$ cat src/rtl/pid_output_router_pkg.sv
// rtl/pid_output_router_pkg.sv - shared widths, channel map and state encodings for the PID output router
package pid_output_router_pkg;

    localparam int N_DAC      = 8;
    localparam int W_DAC_CHAN = 3;
    localparam int N_DDS      = 2;
    localparam int W_CHAN     = 5;
    localparam int W_DIN      = 48;
    localparam int W_DAC_DATA = 16;
    localparam int W_OVR      = 16;
    localparam int W_WR_ADDR  = 16;
    localparam int W_WR_CHAN  = 16;
    localparam int W_WR_DATA  = 16;

    localparam logic [W_WR_ADDR-1:0] ROUTE_EN_ADDR = 16'h0040;

    // DAC channels first, then three consecutive targets per DDS device
    localparam int N_CHAN = N_DAC + 3 * N_DDS;

    typedef enum logic [1:0] {
        DDS_FREQ  = 2'd0,
        DDS_PHASE = 2'd1,
        DDS_AMP   = 2'd2
    } dds_sel_t;

    typedef enum logic {
        ST_IDLE = 1'b0,
        ST_WAIT = 1'b1
    } arb_state_t;

endpackage

$ cat src/rtl/pid_output_router_rr_arbiter.sv
// rtl/pid_output_router_rr_arbiter.sv - round-robin pick of the first request at or after a registered pointer
module rr_arbiter #(
    parameter int N = 8,
    parameter int W = 3
) (
    input  logic         clk,
    input  logic         rst,
    input  logic [N-1:0] req,
    input  logic         advance,
    output logic [N-1:0] grant,
    output logic [W-1:0] idx,
    output logic         any
);

    logic [W-1:0] ptr;

    always_comb begin
        int c;
        logic [W-1:0] ci;
        c     = 0;
        ci    = '0;
        grant = '0;
        idx   = '0;
        any   = 1'b0;
        for (int i = 0; i < N; i++) begin
            c = int'(ptr) + i;
            if (c >= N) c = c - N;
            ci = W'(c);
            if (!any && req[ci]) begin
                any       = 1'b1;
                idx       = ci;
                grant[ci] = 1'b1;
            end
        end
    end

    always_ff @(posedge clk or posedge rst) begin
        if (rst) begin
            ptr <= '0;
        end else if (advance) begin
            ptr <= (idx == W'(N - 1)) ? '0 : idx + W'(1);
        end
    end

endmodule

$ cat src/rtl/pid_output_router.sv
// rtl/pid_output_router.sv - fans the PID output stream out to coalescing DAC writes and DDS strobes
module pid_output_router
    import pid_output_router_pkg::*;
(
    input  logic                  clk_in,
    input  logic                  rst_in,
    input  logic                  dv_in,
    input  logic [W_CHAN-1:0]     chan_in,
    input  logic [W_DIN-1:0]      data_in,
    input  logic                  wr_en,
    input  logic [W_WR_ADDR-1:0]  wr_addr,
    input  logic [W_WR_CHAN-1:0]  wr_chan,
    input  logic [W_WR_DATA-1:0]  wr_data,
    output logic                  dac_dv_out,
    output logic [W_DAC_CHAN-1:0] dac_chan_out,
    output logic [W_DAC_DATA-1:0] dac_data_out,
    input  logic                  dac_done_in,
    output logic [N_DDS-1:0]      dds_freq_dv_out,
    output logic [N_DDS-1:0]      dds_phase_dv_out,
    output logic [N_DDS-1:0]      dds_amp_dv_out,
    output logic [W_DIN-1:0]      dds_data_out,
    output logic [W_OVR-1:0]      ovr_count_out
);

    arb_state_t            state;
    logic [N_CHAN-1:0]     enable;
    logic [N_CHAN-1:0]     hit;
    logic [N_CHAN-1:0]     wr_sel;
    logic [N_DAC-1:0]      pending;
    logic [N_DAC-1:0]      grant;
    logic [W_DAC_DATA-1:0] dac_table [N_DAC];
    logic [W_DAC_CHAN-1:0] grant_idx;
    logic                  any_pending;
    logic                  issue;
    logic                  ovr_inc;
    logic [N_DDS-1:0]      freq_nxt;
    logic [N_DDS-1:0]      phase_nxt;
    logic [N_DDS-1:0]      amp_nxt;
    logic                  unused;

    assign unused = &{1'b0, wr_data[W_WR_DATA-1:1]};

    always_comb begin
        hit    = '0;
        wr_sel = '0;
        for (int i = 0; i < N_CHAN; i++) begin
            hit[i]    = dv_in && (chan_in == W_CHAN'(i)) && enable[i];
            wr_sel[i] = wr_en && (wr_addr == ROUTE_EN_ADDR) && (wr_chan == W_WR_CHAN'(i));
        end
    end

    assign issue = (state == ST_IDLE) && any_pending;
    // A rewrite of the channel being issued this cycle is a fresh value, not a coalesce
    assign ovr_inc = |(hit[N_DAC-1:0] & pending & ~(issue ? grant : '0));

    always_comb begin
        freq_nxt  = '0;
        phase_nxt = '0;
        amp_nxt   = '0;
        for (int i = N_DAC; i < N_CHAN; i++) begin
            case (dds_sel_t'(2'((i - N_DAC) % 3)))
                DDS_FREQ:  freq_nxt[(i - N_DAC) / 3]  = hit[i];
                DDS_PHASE: phase_nxt[(i - N_DAC) / 3] = hit[i];
                default:   amp_nxt[(i - N_DAC) / 3]   = hit[i];
            endcase
        end
    end

    rr_arbiter #(.N(N_DAC), .W(W_DAC_CHAN)) u_arb (
        .clk     (clk_in),
        .rst     (rst_in),
        .req     (pending),
        .advance (issue),
        .grant   (grant),
        .idx     (grant_idx),
        .any     (any_pending)
    );

    always_ff @(posedge clk_in or posedge rst_in) begin
        if (rst_in) begin
            pending       <= '0;
            enable        <= '1;
            ovr_count_out <= '0;
            for (int i = 0; i < N_DAC; i++) dac_table[i] <= '0;
        end else begin
            for (int i = 0; i < N_DAC; i++) begin
                if (hit[i]) begin
                    dac_table[i] <= data_in[W_DAC_DATA-1:0];
                    pending[i]   <= 1'b1;
                end else if (issue && grant[i]) begin
                    pending[i] <= 1'b0;
                end
                if (wr_sel[i] && !wr_data[0]) pending[i] <= 1'b0;
            end
            for (int i = 0; i < N_CHAN; i++) begin
                if (wr_sel[i]) enable[i] <= wr_data[0];
            end
            if (ovr_inc && (ovr_count_out != '1)) ovr_count_out <= ovr_count_out + W_OVR'(1);
        end
    end

    always_ff @(posedge clk_in or posedge rst_in) begin
        if (rst_in) begin
            state        <= ST_IDLE;
            dac_dv_out   <= 1'b0;
            dac_chan_out <= '0;
            dac_data_out <= '0;
        end else begin
            dac_dv_out <= 1'b0;
            case (state)
                ST_IDLE: begin
                    if (any_pending) begin
                        dac_dv_out   <= 1'b1;
                        dac_chan_out <= grant_idx;
                        dac_data_out <= dac_table[grant_idx];
                        state        <= ST_WAIT;
                    end
                end
                default: begin
                    if (dac_done_in) state <= ST_IDLE;
                end
            endcase
        end
    end

    always_ff @(posedge clk_in or posedge rst_in) begin
        if (rst_in) begin
            dds_freq_dv_out  <= '0;
            dds_phase_dv_out <= '0;
            dds_amp_dv_out   <= '0;
            dds_data_out     <= '0;
        end else begin
            dds_freq_dv_out  <= freq_nxt;
            dds_phase_dv_out <= phase_nxt;
            dds_amp_dv_out   <= amp_nxt;
            if (|hit[N_CHAN-1:N_DAC]) dds_data_out <= data_in;
        end
    end

endmodule

$ cat config.mk
export PLATFORM = sky130hd
export DESIGN_NAME = pid_output_router
export DESIGN_NICKNAME = d
export VERILOG_FILES = /design/src/rtl/pid_output_router_pkg.sv /design/src/rtl/pid_output_router_rr_arbiter.sv /design/src/rtl/pid_output_router.sv
export SDC_FILE = /design/constraint.sdc
export NUM_CORES = 1
export LEC_CHECK = 0
export ABC_AREA = 0
export BUFFER_PORTS_ARGS = -buffer_cell sky130_fd_sc_hd__buf_2
export CAP_MARGIN = 5
export CORE_ASPECT_RATIO = 2
export CORE_UTILIZATION = 42
export DETAILED_ROUTE_END_ITERATION = 10
export GPL_ROUTABILITY_DRIVEN = 0
export PLACE_DENSITY = 0.73
export SETUP_SLACK_MARGIN = 0.5
export SYNTH_ARGS = -nofsm -noshare
export SYNTH_HDL_FRONTEND = slang
export SYNTH_HIERARCHICAL = 1
export SYNTH_SLANG_ARGS = --single-unit
$ cat constraint.sdc
create_clock -name clk_in -period 10.8 [get_ports clk_in]
set_input_delay 1.08 -clock clk_in [delete_from_list [all_inputs] [get_ports clk_in]]
set_output_delay 1.08 -clock clk_in [all_outputs]
set_load 0.05 [all_outputs]
; ---- Yosys cells after proc, flatten, opt, wreduce, memory -nomap -nowiden
; Cells that the tools add are included.
[word_totals]
ff_bits = 244
latch_bits = 0
mem_bits_rw = 0
rom_bits = 0
inputBits = 106
output_inout_bits = 90
word_cells = 317
n_memories = 0
[classes]
add_sub_neg = 17
n_mul = 0
div_mod_pow = 0
magnitude_cmp = 25
n_eq_ne = 29
n_shift = 0
n_mux = 97
bitwise_logic = 12
n_reduce_logical = 97
[ops]
columns = cell, count
row1 = equality test 16 x 4 -> 1 bit (second input constant), 6
row2 = logical AND 1 bit, 76
row3 = two-way mux 8 bit, 9
row4 = equality test 16 x 3 -> 1 bit (second input constant), 4
row5 = bitwise OR 8 bit, 7
row6 = two-way mux 1 bit, 52
row7 = two-way mux 3 bit, 17
row8 = binary-select mux 16 bit (select 3 bit), 1
row9 = equality test 16 x 2 -> 1 bit (second input constant), 2
row10 = >= comparator 4 bit (second input constant), 8
row11 = < comparator 3 x 4 -> 1 bit (second input constant), 8
row12 = two-way mux 16 bit, 2
row13 = equality test 5 x 4 -> 1 bit (second input constant), 6
row14 = binary-select mux 1 bit (select 3 bit), 8
row15 = demux 1 bit (select 3 bit), 8
row16 = >= comparator 3 x 1 -> 1 bit (second input constant), 8
row17 = nonzero test 3 bit, 8
row18 = subtractor 3 x 1 -> 3 bit (second input constant), 8
row19 = equality test 5 x 3 -> 1 bit (second input constant), 4
row20 = adder 16 x 1 -> 16 bit (second input constant), 1
row21 = adder 3 x 3 -> 4 bit (second input constant), 4
row22 = AND 8 bit, 2
row23 = equality test 16 x 1 -> 1 bit (second input constant), 1
row24 = equality test 16 x 7 -> 1 bit (second input constant), 1
row25 = other kinds (17), 26

; ---- Depth between registers and ports, before layout
; Gate-level depths: netlist (run 1).
[logic_depth]
word_depth = 32
mapped_depth = 18
ltp_nobuf = 14

; ---- Hierarchy
; Netlist (run 1), hierarchy kept.
[by_module_without_submodules]
columns = mod, n_inst, cells_per_inst, area_per_inst_um2, seq_area_each_um2
row1 = pid_output_router, 1, 720, 10491.3, 6048.3
row2 = rr_arbiter, 1, 155, 1476.4, 75.1

; ---- Worst setup path before layout (run 1)
; OpenSTA, ideal clock, no wires.
[synth_path]
path_type = register to register
startpoint = register u_arb.ptr[0]
endpoint = register dac_data_out[0]
setup_ns = 0.133
t_arrival_ns = 4.434
t_required_ns = 10.667
slack_ns = 6.233
path_stages_with_launch = 17
path_buffers = 6
period_less_slack_ns = 4.567
cell_sequence = dfrtp_1 buf_4 buf_2 clkinv_1 ha_1 buf_2 mux4_2 mux2i_1 inv_1 a211o_1 a31oi_1 clkbuf_1 buf_2 buf_1 mux4_2 mux2i_1 o21ai_0
[synth_between]
elab_chain_len = 30
elab_cells_between_ends = 82
cone_classes = add/sub (15) / order compare (8) / mux (43) / bitwise (1) / reduce/logical (15)
[synth_rtl]
columns = element, line_no
row1 = "start, declared", pid_output_router_rr_arbiter.sv:15  ; logic [W-1:0] ptr;
row2 = "start signal, assigned", pid_output_router_rr_arbiter.sv:41  ; ptr <= (idx == W'(N - 1)) ? '0 : idx + W'(1);
row3 = branches (longest 25 deep; another with adder 3 x 1 -> 4 bit), --
row4 = two-way mux 3 bit (*), pid_output_router_rr_arbiter.sv:29  ; if (!any && req[ci]) begin
row5 = net grant_idx[1], pid_output_router.sv:32  ; logic [W_DAC_CHAN-1:0] grant_idx;
row6 = inverter 3 -> 4 bit (not written as such) (*), pid_output_router.sv:115  ; dac_data_out <= dac_table[grant_idx];
row7 = binary-select mux 16 bit (select 3 bit) (*), pid_output_router.sv:115
row8 = two-way mux 16 bit (not written as such) (*) (2 in series), pid_output_router.sv:115
row9 = "end signal, assigned", pid_output_router.sv:115
row10 = "end, declared", pid_output_router.sv:16  ; output logic [W_DAC_DATA-1:0] dac_data_out,
; Mark *: on every way through the listed nets, which the timed path passes. The select of a mux whose other input is x is not followed.
; A chain may end at the register's enable or synchronous reset.

; ---- Final worst setup path (run 1)
[layout_path]
startpoint = register u_arb.ptr[1]
endpoint = register ovr_count_out[1]
[layout_between]
elab_cells_between_ends = 130
cone_classes = add/sub (15) / order compare (24) / mux (57) / bitwise (9) / reduce/logical (25)
[layout_rtl]
columns = element, line_no
row1 = branches (longest 25 deep; another with adder 3 x 1 -> 4 bit), --
row2 = two-way mux 8 bit (*), pid_output_router_rr_arbiter.sv:29
row3 = net grant[0], pid_output_router.sv:30  ; logic [N_DAC-1:0] grant;
row4 = two-way mux 8 bit (*), pid_output_router.sv:54  ; assign ovr_inc = |(hit[N_DAC-1:0] & pending & ~(issue ? grant : '0));
row5 = inverter 8 bit (*), pid_output_router.sv:54
row6 = AND 8 bit (*), pid_output_router.sv:54
row7 = OR reduction 8 bit (*), pid_output_router.sv:54
row8 = logical AND 1 bit (*), pid_output_router.sv:98  ; if (ovr_inc && (ovr_count_out != '1)) ovr_count_out <= ovr_count_out + W_OVR'(1);
row9 = "end signal, assigned", pid_output_router.sv:98
row10 = "end, declared", pid_output_router.sv:22  ; output logic [W_OVR-1:0] ovr_count_out
; Marked as above.

==> results summary, run 1 <==
The maximum fanout count along the critical path came out at 15. The ratio of total power to cell area came out at 236 nW/um2. The number of cells traversed by the worst register-to-register path is 15. In the finished design, the share of the clock period the worst path needs comes to 0.486.

The setup path with the least slack is of type reg2reg. The tree is rooted in a sky130_fd_sc_hd__clkbuf_16. The commonest cells after synthesis are sky130_fd_sc_hd__dfrtp_1, sky130_fd_sc_hd__mux2_2, sky130_fd_sc_hd__nand2_1. The floorplan die height came out at 241 um. Dividing the synthesized area by the synthesized cell count gives 13.7 um2. The number of violations of the max-capacitance limit is 0. The worst path setup slack after routing is between 5 and 6 ns. The net count after synthesis came out at 989. The async set or reset register ratio after synthesis came out at 1.00.

The number of enable flip-flop cells after synthesis came out at 0. The kind of path behind the tightest hold check is reg2reg. The detail route stage leaves a number of antenna-violating nets equal to 0. The worst vdd rail ir drop came out at approximately 270 uV. The post-synthesis cell area came out at 12000 um2. The run finished with clean final reports.

In this run the critical register-to-register path is launched from u_arb/ptr[1]$_DFFE_PP0P_. The HPWL after detailed placement is 19200 um. Data on the critical path arrives at its endpoint at roughly 5.6 ns.

Counting every instance in the synthesized netlist gives ~900. The highest clock rate is 191 MHz. The number of antenna violations at the first check in global routing came to 2. The worst flop-to-flop path endpoint is ovr_count_out[1]$_DFFE_PP0P_. The proportion of synthesized area in mux cells came out at 0.306. The depth of the CTS H-tree came out at 1.

The combinational family with the most area after synthesis is multiplexers. Counting every sink on the clock net gives between 200 and 250. STA classifies the critical path endpoint as a flip-flop. The number of warning messages in the yosys log came out at 6. The post-route cell area came out at 14100 um2. The share of final-layout standard cells stronger than drive strength 1 is 0.470. The power consumption came out at around 3.3 mW. The relative area change from synthesis to final layout came out at 17.9%. The via count of the first global-routing pass is 8593. The final wirelength came out at 27600 um.

For this run, design rule violations remaining after detail routing come to 0. The count of pins on the block boundary came out at 196. The required time at the worst-slack endpoint came out at 11.19 ns. The transition at the pin with the smallest max-transition slack came out at between 1 and 1.5 ns. Buffers inserted during clock tree synthesis total 23.

The initial core utilization came out at 0.426. Counting flops and latches in the post-synthesis netlist gives 244. Of the total synthesized cell area, the portion taken by XOR and XNOR cells is 0.0139. The setup skew after layout came out at 0.00713 ns.

The via count of the routed design is around 8000. After routing, the total negative slack on setup checks comes to 0 ns. The dominant cell by count in the synthesized netlist is sky130_fd_sc_hd__dfrtp_1. The largest total area in the synthesized netlist belongs to sky130_fd_sc_hd__dfrtp_1. The number of library cell types mapped by synthesis came out at 72.

Of the total synthesized cell area, the portion taken by AND, OR, NAND and NOR gates is 0.0895. The number of hold violations in the final report came out at 0. Before CTS, the worst setup slack after placement is 5.53 ns. Of the total synthesized cell area, the portion taken by full adders, half adders and majority gates is 0.00836. The total count of max-transition violations in the final report is 0. The area fraction of the dominant cell type after synthesis is 0.481. The area enclosed by the die boundary came out at 29200 um2. The share of the synthesized area in compound gates (AO/OA/AOI/OAI) was 0.0457.

The post-layout minimum cycle time is 5.25 ns. STA classifies the critical path startpoint as a flip-flop. The number of placement rows is 87. The total global routing track utilization came out at 0.195.

The maximum buffer depth of the clock tree came out at 3. After the last flow step, the layout net total stands at 1166. Once placement finished, the instance area stood at 13200 um2.

The width of the die came out at 121 um. Setup repair after global routing left no endpoint under its margin. Of the synthesized area, sequential elements account for 0.512. The clock reaches the later pin of the worst-skew pair after 0.51 ns. In the post-synthesis netlist, the biggest area contributors are sky130_fd_sc_hd__dfrtp_1, sky130_fd_sc_hd__mux2_2, sky130_fd_sc_hd__mux4_2. The predominant post-synthesis flop cell is sky130_fd_sc_hd__dfrtp_1. For this run, the share of the core covered by cells in the final layout is 0.502. The post-CTS setup-driven buffer insertion count came out at 0. The first-pass iteration count of the detailed router is 4.

Using the TritonRoute via totals, the vias-per-cell ratio works out to 5.61. The register-to-register setup slack came out at 5.55 ns. The clock-pin slew reported for the worst setup and hold paths after clock tree synthesis is roughly 0.06 ns. Headroom to the max-slew limit came out at 0.326. Setup violations remaining at the end of the flow were counted as 0. TritonCTS built the clock tree. In this run the worst setup path begins at u_arb/ptr[1]$_DFFE_PP0P_. The number of gates resized after CTS was 0. Entering global routing, the biggest net connects 110 pins. The end point of the critical path is ovr_count_out[1]$_DFFE_PP0P_.

The first global-routing pass estimated 44300 um of wire. The region available for standard cell placement spans 28100 um2. The count of routing violations after the opening detailed-route iteration came out at 407. In this run, post-CTS hold repair placed 0 buffers.

The routed length per instance is 19.4 um. The leakage component of the power came out at 7.14 nW. The quantity of I/O buffers inserted on ports is 180. The aggregate global routing overflow came out at 0.
[cell families after synthesis]
logic type / count (synthesis)
multiplexers: 283
flip-flops: 244
adder cells (fa/ha/maj): 8
XOR/XNOR: 19
buffers and inverters: 64
AND/OR/NAND/NOR: 179
AO/OA/AOI/OAI: 78
[sequential cells by signal (all words and copies together), names as in the netlist]
name	cells
dds_phase_dv_out	2
pending	8
dds_data_out	48
ovr_count_out	16
dac_data_out	16
dds_freq_dv_out	2
dds_amp_dv_out	2
dac_table	128
dac_chan_out	3
enable	14
u_arb/ptr	3
state	1
dac_dv_out	1
[critical path: stages (launching register included)]
cell	delay [ns]
sky130_fd_sc_hd__dfrtp_1	0.75
sky130_fd_sc_hd__inv_1	0.30
sky130_fd_sc_hd__ha_1	0.70
sky130_fd_sc_hd__mux4_2	0.63
sky130_fd_sc_hd__mux2i_1	0.31
sky130_fd_sc_hd__inv_1	0.20
sky130_fd_sc_hd__nor3_4	0.32
sky130_fd_sc_hd__a221o_1	0.24
sky130_fd_sc_hd__mux2_2	0.18
sky130_fd_sc_hd__inv_1	0.04
sky130_fd_sc_hd__o21ai_0	0.28
sky130_fd_sc_hd__o22ai_2	0.17
sky130_fd_sc_hd__nor4_4	0.29
sky130_fd_sc_hd__buf_4	0.29
sky130_fd_sc_hd__nor2_2	0.09
sky130_fd_sc_hd__mux2_4	0.32
[cells in the final DEF, fill, tap and decap left out, drive strengths merged, types with 23 or more instances in the layout]
| master | count |
|---|---|
| buf | 194 |
| clkbuf | 29 |
| dfrtp | 230 |
| mux2 | 210 |
| mux2i | 28 |
| mux4 | 45 |
| nand2 | 51 |
| nor3 | 23 |
| o21ai | 27 |
[stage by stage]
stage,hold slack [ns],std cells
floorplan,0.474,875
global placement,0.460,1383
detailed placement,0.468,1383
CTS,0.461,1423
global route,0.476,1425
finish,0.474,1425
[where the power goes]
part / switching, mW / internal, mW / total [mW]
sequential: 0.0385 / 0.939 / 0.978
combinational: 0.879 / 0.563 / 1.44
clock: 0.348 / 0.562 / 0.909
total: 1.27 / 2.06 / 3.33
[routing by layer]
| layer | share of wire | track usage | up-vias | wire, um |
|---|---|---|---|---|
| li1 | - | - | 3612 | - |
| met5 | 0 | 0 | - | 0 |
| met2 | 0.56 | 0.374 | 214 | 15600 |
| met4 | 0.051 | 0.112 | 0 | 1400 |
| met1 | 0.35 | 0.200 | 4067 | 9760 |
| met3 | 0.031 | 0.0229 | 96 | 870 |
[how the worst min path moves through the flow]
stage | startpoint | endpoint | slack, ns | cells after the start
global route | rst_in | u_arb/ptr[2]$_DFFE_PP0P_ | 0.48 | 2
floorplan | dac_table[100]$_DFFE_PP0P_ | dac_table[100]$_DFFE_PP0P_ | 0.47 | 1
detailed placement | dac_data_out[3]$_DFFE_PP0N_ | dac_data_out[3]$_DFFE_PP0N_ | 0.47 | 2
global placement | dac_data_out[3]$_DFFE_PP0N_ | dac_data_out[3]$_DFFE_PP0N_ | 0.46 | 2
finish | dac_data_out[3]$_DFFE_PP0N_ | dac_data_out[3]$_DFFE_PP0N_ | 0.47 | 2
CTS | rst_in | u_arb/ptr[2]$_DFFE_PP0P_ | 0.46 | 2
[layout make-up]
| type | instances | area (um2) |
|---|---|---|
| Fill cell | 2473 | 14000 |
| Sequential cell | 244 | 6120 |
| Multi-Input combinational cell | 567 | 5580 |
| Timing Repair Buffer | 194 | 1010 |
| Clock buffer | 29 | 638 |
| Tap cell | 356 | 445 |
| Clock inverter | 11 | 214 |
| Inverter | 22 | 90.1 |
| Antenna cell | 2 | 5.00 |
No activity file was read; power rests on OpenSTA's default activity.
==> run 2: changes to the inputs <==
- PLACE_DENSITY: 0.73 -> 0.76
- clock period: 10.8 -> 4.2 ns (I/O delays scaled with it)
==> run 2 against run 1 <==
Net effect: worst setup slack lost 5.3 ns; global-route usage grew 1.3 points; via count grew 6.0%; final area grew 6.6%; sequential cell count is the same; utilization grew 3.3 points; critical endpoint is now ovr_count_out[13]$_DFFE_PP0P_; largest power group unchanged.
==> results summary, run 2 (synthesized netlist as in run 1, its figures left out) <==
The flow ran to the end, and the final reports show no timing, DRC or antenna violations. The tightest slew margin relative to the limit is 0.186. The biggest cell delay along the critical path is 0.55 ns.

The kind of start point of the critical path is a flip-flop. The depth of the CTS H-tree came out at 1. Final hold analysis gives a worst-case slack of roughly 0.12 ns. In the routed layout, each cell is associated on average with a via count of 5.70.

The number of placement rows is 87. The leading cell type in the layout, fill and taps excluded is sky130_fd_sc_hd__dfrtp_1. The type of the setup path with the least slack is reg2reg. The insertion delay of the later-clocked pin in the worst-skew pair is 0.51 ns. The first detailed-routing pass ran for 4 iterations. The number of violations of the max-capacitance limit is 0. The number of antenna violations at the first check in global routing came to 3. Static timing analysis puts the maximum clock frequency at 253 MHz. For the final routed database, the setup TNS stands at 0 ns. The number of fill cells came out at roughly 2300. The post-layout minimum cycle time is 3.95 ns. The width of the die is 121 um. The floorplan die height came out at 241 um.

The min-delay analysis places its worst path in the category in2reg. The die covers 29200 um2. Routed signal wires occupy layers up through met4. The total global routing track utilization came out at 0.208. In the final layout, the registers with the most flip-flops are dac_table (128), dds_data_out (48). The relative area change from synthesis to final layout came out at 25.7%.

The maximum number of pins on one net before global-route repair came out at 166. The most flop-heavy register is dac_table. The share of final-layout standard cells stronger than drive strength 1 came out at 0.532. The cell at the root of the clock tree is sky130_fd_sc_hd__clkbuf_16.

The first global-routing pass estimated 46900 um of wire. The core region is 28100 um2. Counting both buffers and inverters, the worst setup path holds a total of 8. For this run, the post-layout net count is 1227. Across the VDD grid, the largest voltage drop is 540 uV.

The slowest stage cell on the critical path is sky130_fd_sc_hd__mux4_2. The sequential cell area came out at 6120 um2. The final wirelength is 30100 um. The worst endpoint data arrival time came out at about 4.4 ns. The final setup violation count came out at 0. The maximum buffer depth of the clock tree is 3. The via count of the first global-routing pass is 9024. Once detail routing completed, the nets flagged for antenna violations numbered 0.

The number of hold violations in the final report came out at 0. The CTS buffer count is 21. The routed length on met3 is 1120 um. The aggregate global routing overflow came out at 0.

After detailed routing, the met2 layer carries 16700 um of wire. The DRC violations left is 0. The total count of max-transition violations in the final report came out at 0.

The detailed router placed 8470 vias in this run. The analysis attributes to cell leakage a power of 7.56 nW. In this run the power density over the cells is between 600 and 700 nW/um2.

The multi-input combinational cells in the finished layout cover a total of 5860 um2. The power consumption is between 10 and 15 mW. The maximum fanout count along the critical path is 6. The clock tree from TritonCTS is done. Walking the worst path, the cells encountered are buf_12 -> buf_16 -> buf_8 -> mux2i_4 -> mux4_2 -> buf_4 -> nand3b_4 -> nor3b_4 -> a221o_1 -> mux2_4 -> inv_2 -> o21ai_4 -> o22ai_2 -> nor4_4 -> buf_6 -> buf_12 -> buf_4 -> nor3_2 -> xor2_1. The library cells used most frequently in the layout, excluding fill and tap cells, are sky130_fd_sc_hd__dfrtp_1, sky130_fd_sc_hd__buf_2, sky130_fd_sc_hd__mux2_2, sky130_fd_sc_hd__buf_4, sky130_fd_sc_hd__nand2_1. The clock-pin slew reported for the worst setup and hold paths after clock tree synthesis is 0.07 ns. The count of pins on the block boundary came out at 196. The detailed router finished its first iteration with 375 violations. The wire length on met1 is 10600 um. The worst setup path is captured at a flip-flop.

Dividing the final minimum period by the clock period gives 0.941. The initial core utilization is 0.426. The clock sink count is 244. Broken down by cell family, the worst path's largest delay share belongs to buffers and inverters. The quantity of I/O buffers inserted on ports came out at 180. For this run, the share of the core covered by cells in the final layout is 0.536. Setup repair after global routing could not meet its margin everywhere. The transition at the pin with the smallest max-transition slack came out at 1.21 ns. The flip-flop count of the largest register, all copies and words added is 128. Once detailed placement completed, the half-perimeter wirelength came to 19800 um. Across the routed clock network, the largest skew measured is about 0.0097 ns.

The required time at the worst-slack endpoint is 4.63 ns. Dividing the detail-routed wire length by the instance count gives between 20 and 25 um.
-- run 2: cell count changes in the layout (fill, tap and decap cells not counted), sizes merged --
cell and delta:
buf +59, clkinv +2, clkinvlp +2, bufinv -2, bufbuf +3, dlygate4sd3 +1, clkbuf -5
-- run 2: layout make-up --
class                      instances  share of cell area
tap                              356              0.0296
sequential                       244               0.407
multi-input combinational        567               0.390
antenna                            2            0.000333
timing repair buffer             257               0.118
clock buffer                      24              0.0370
clock inverter                    13              0.0120
inverter                          22             0.00657
-- run 2: per-stage QoR --
step / std cells / worst slack (ns) / instance area [um2]
global route: 1485 / 0.128 / 15000
global placement: 1402 / 0.0970 / 13500
finish: 1485 / 0.247 / 15000
detailed placement: 1402 / 0.000616 / 13500
floorplan: 875 / 0.367 / 12100
CTS: 1475 / 0.323 / 14900
-- run 2: metal layers --
metal / vias to the layer above / global-route usage
met5: - / 0
met4: 0 / 0.126
met3: 106 / 0.0201
met2: 285 / 0.389
met1: 4355 / 0.223
li1: 3724 / -
-- run 2: worst paths after layout --
kind                                                   from                            end  slack [ns]  depth (start not counted)
worst max register to register     u_arb/ptr[0]$_DFFE_PP0P_  ovr_count_out[13]$_DFFE_PP0P_        0.25                         19
min in group asynchronous                            rst_in       u_arb/ptr[2]$_DFFE_PP0P_        0.37                          3
worst min-delay path                            data_in[18]   dds_data_out[18]$_DFFE_PP0P_        0.12                          2
max in group asynchronous                            rst_in       dac_table[5]$_DFFE_PP0P_        2.74                          4
worst max-delay path               u_arb/ptr[0]$_DFFE_PP0P_  ovr_count_out[13]$_DFFE_PP0P_        0.25                         19
worst min register to register  dac_data_out[6]$_DFFE_PP0N_    dac_data_out[6]$_DFFE_PP0N_        0.49                          2
-- run 2: power by group --
part           internal [mW]  switching (mW)  leakage, nW
Combinational           2.88            2.81         3.86
Clock                   1.21           0.878        0.356
Sequential              2.42           0.102         3.34
-- run 2: what timing repair did --
item                       CTS  global route
hold endpoints to repair     3             0
resized for setup           48            12
pin swaps                   23            16
cloned                       5             0
setup endpoints to repair   33            33
hold buffers                 1             0
buffers inserted            30             8
==> run 3: changes to the inputs <==
- CELL_PAD_IN_SITES_DETAIL_PLACEMENT: not set -> 1
- CELL_PAD_IN_SITES_GLOBAL_PLACEMENT: not set -> 1
- PLACE_DENSITY: 0.76 -> 0.88
==> run 3 against run 2 <==
Net effect: fmax decreased by 4.5%; sequential share of layout area decreased by 0.27 points; wire length grew 33%; global-route usage up 5.9 points; critical path depth fell by 1; cell count is 0.13% higher; critical path type unchanged; worst setup slack got worse by 0.19 ns; final area rose by 0.66%; clock power grew 4%; via count grew 4.5%; power is 10% higher.
==> results summary, run 3 (synthesized netlist as in run 1, its figures left out) <==
The via count of the first global-routing pass is 10200. The most numerous cell on the critical path is sky130_fd_sc_hd__buf_12. Setup violations remaining at the end of the flow were counted as 0.

The share of final-layout standard cells stronger than drive strength 1 is 0.535. In the global route stage, met2 resource usage came out at 0.509. For this run, the slowest stage of the critical path takes 0.52 ns.

After global routing the overflow that remains totals 0. The insertion delay of the later-clocked pin in the worst-skew pair is about 0.53 ns. Setup repair after global routing could not meet its margin everywhere. The clock-pin slew reported for the worst setup and hold paths after clock tree synthesis came out at ~0.07 ns.

The routed length per instance came out at 26.8 um. Across the routed clock network, the largest skew measured is 0.0188 ns. The maximum number of pins on one net before global-route repair is 130. The met3 usage came out at 0.0340. For the worst flop-to-flop path, the logic depth is 18.

The clock drives roughly 240 sinks. The number of fill cells is 2819. The CTS buffer count is 22. In the final layout, the registers with the most flip-flops are dac_table (128), dds_data_out (48). The maximum buffer depth of the clock tree came out at 3.

For the worst setup path, the data required time is around 4.7 ns. Across the run, the number of max-cap violations was 0. The layer carrying the most global-route usage is met2. The top cell types in the final layout, fill and taps aside, are sky130_fd_sc_hd__dfrtp_1, sky130_fd_sc_hd__buf_2, sky130_fd_sc_hd__mux2_2, sky130_fd_sc_hd__nand2_1, sky130_fd_sc_hd__buf_4. The final clock period utilization by the worst path came out at 0.985. From bottom edge to top edge, the die measures 241 um. dac_table holds more flip-flops than any other register. The count of non-filler cells in the finished layout came out at 1487.

The count of routing violations after the opening detailed-route iteration came out at 518. The worst setup path is launched from a flip-flop. The width of the die came out at 121 um. In this run the number of H-tree levels came out at 1. The number of nets with antenna violations after detailed routing came out at 0.

Subtracting the final worst setup slack from the clock period gives around 4.1 ns. At the pin with the least slew margin, the transition time is 1.07 ns. Once placement completed, the tool counted placed cells totaling 1397. The number of antenna violations at the first check in global routing is 0.

The first-pass GRT wire length came out at 58700 um. The fraction of met1 tracks used by global routing is 0.276. The first-pass iteration count of the detailed router is 4. STA classifies the critical path endpoint as a flip-flop.

The number of cells on the critical path is 18. Measured against its own limit, the worst slew margin works out to 0.287. In this run the power density over the cells is 750 nW/um2. Among cell families on the critical path, the largest total delay comes from buffers and inverters. The power consumption is 11.4 mW.

The register with the most flip-flops in the layout has 128 of them. The leading cell type in the layout, fill and taps excluded is sky130_fd_sc_hd__dfrtp_1. In the routed design, unresolved DRC markers number 0. The clock tree from TritonCTS is done.

The final layout net count is 1229. Along the worst hold path, the cell count comes to 2. The cell at the root of the clock tree is sky130_fd_sc_hd__clkbuf_16.

For this run, the top clock speed supported by timing is approximately 240 MHz. Walking the worst path, the cells encountered are buf_12 -> clkinv_8 -> ha_4 -> clkinvlp_4 -> mux4_2 -> buf_4 -> nand4b_4 -> nor3_4 -> a221o_1 -> mux2_2 -> inv_1 -> o21ai_2 -> o22ai_2 -> nor4_4 -> buf_12 -> buf_12 -> nor4_2 -> xor2_1. The count of pins on the block boundary came out at approximately 200. The critical path is of the reg2reg type.

The number of hold violations in the final report was 0. The area of the placeable core came out at 28100 um2. The count of buffer and inverter cells on the critical path came out at 7. Wires add up to 39900 um. The slowest stage cell on the critical path is sky130_fd_sc_hd__mux4_2. The maximum fanout count along the critical path is 8.

The via count of the routed design came out at approximately 8800. The total global routing track utilization came out at 0.268. The area enclosed by the die boundary is 29200 um2. The run finished with clean final reports. Buffers placed on the I/O ports in this run total 180. The number of inserted diodes came out at 0. The HPWL after detailed placement is 23700 um. The number of placement rows came out at 87.

The kind of path behind the tightest hold check is in2reg. Using the TritonRoute via totals, the vias-per-cell ratio works out to about 6.0. The worst endpoint data arrival time came out at 4.59 ns. In this run the static leakage power is 7.61 nW. The total count of max-transition violations in the final report is 0. The initial core utilization is 0.426. The relative area change from synthesis to final layout is 26.5%. The worst vdd rail ir drop came out at 644 uV.
==> run 3: final timing paths <==
check / slack, ns / startpoint / endpoint
min in group asynchronous: 0.37 / rst_in / u_arb/ptr[1]$_DFFE_PP0P_
setup reg to reg: 0.06 / u_arb/ptr[0]$_DFFE_PP0P_ / ovr_count_out[15]$_DFFE_PP0P_
setup / recovery: 0.06 / u_arb/ptr[0]$_DFFE_PP0P_ / ovr_count_out[15]$_DFFE_PP0P_
hold reg to reg: 0.49 / dds_data_out[6]$_DFFE_PP0P_ / dds_data_out[6]$_DFFE_PP0P_
max in group asynchronous: 2.47 / rst_in / dds_data_out[11]$_DFFE_PP0P_
hold / removal: 0.08 / dac_done_in / state$_DFF_PP0_
==> run 3: what timing repair did <==
| item | CTS | global route |
|---|---|---|
| resized for setup | 63 | 12 |
| setup endpoints to repair | 34 | 34 |
| cloned | 6 | 0 |
| pin swaps | 17 | 16 |
| hold buffers | 1 | 0 |
| endpoints found under the hold margin | 3 | 0 |
| setup buffers | 35 | 8 |
==> run 3: worst register-to-register path: stages (launching register included) <==
cell	delay, ns
sky130_fd_sc_hd__dfrtp_2	0.40
sky130_fd_sc_hd__buf_12	0.14
sky130_fd_sc_hd__clkinv_8	0.05
sky130_fd_sc_hd__ha_4	0.35
sky130_fd_sc_hd__clkinvlp_4	0.17
sky130_fd_sc_hd__mux4_2	0.52
sky130_fd_sc_hd__buf_4	0.18
sky130_fd_sc_hd__nand4b_4	0.15
sky130_fd_sc_hd__nor3_4	0.08
sky130_fd_sc_hd__a221o_1	0.40
sky130_fd_sc_hd__mux2_2	0.29
sky130_fd_sc_hd__inv_1	0.08
sky130_fd_sc_hd__o21ai_2	0.07
sky130_fd_sc_hd__o22ai_2	0.24
sky130_fd_sc_hd__nor4_4	0.11
sky130_fd_sc_hd__buf_12	0.15
sky130_fd_sc_hd__buf_12	0.13
sky130_fd_sc_hd__nor4_2	0.36
sky130_fd_sc_hd__xor2_1	0.20
==> run 3: layer usage <==
layer / wire length [um] / up-vias / share of wire
met4: 2420 / 0 / 0.061
met2: 22000 / 354 / 0.55
met3: 1770 / 136 / 0.044
met1: 13700 / 4621 / 0.34
li1: - / 3738 / -
met5: 0 / - / 0
==> run 3: layout make-up <==
type	instances	area [um2]	area share
inverters	22	103	0.00678
clock inverters	11	138	0.00909
repair buffers	258	1840	0.122
well taps	356	445	0.0294
clock buffers	29	628	0.0415
flip-flops and latches	244	6120	0.405
multi-input cells	567	5860	0.387
==> run 3: through the flow <==
step                      setup TNS (ns)  hold WS (ns)  area, um2  utilization  setup slack [ns]
after global placement                 0         0.329      13500        0.482            0.0159
after CTS                              0        0.0587      15000        0.535             0.178
after detailed placement          -0.288         0.333      13500        0.482            -0.157
after floorplan                        0         0.174      12100            -             0.367
after global routing              -0.349        0.0873      15100        0.539           -0.0810
final                                  0        0.0803      15100        0.539            0.0620
==> run 3: report_power, final <==
group          switching [mW]  internal, mW
Sequential             0.0816          2.42
Combinational            3.41          3.28
Clock                   0.926          1.25
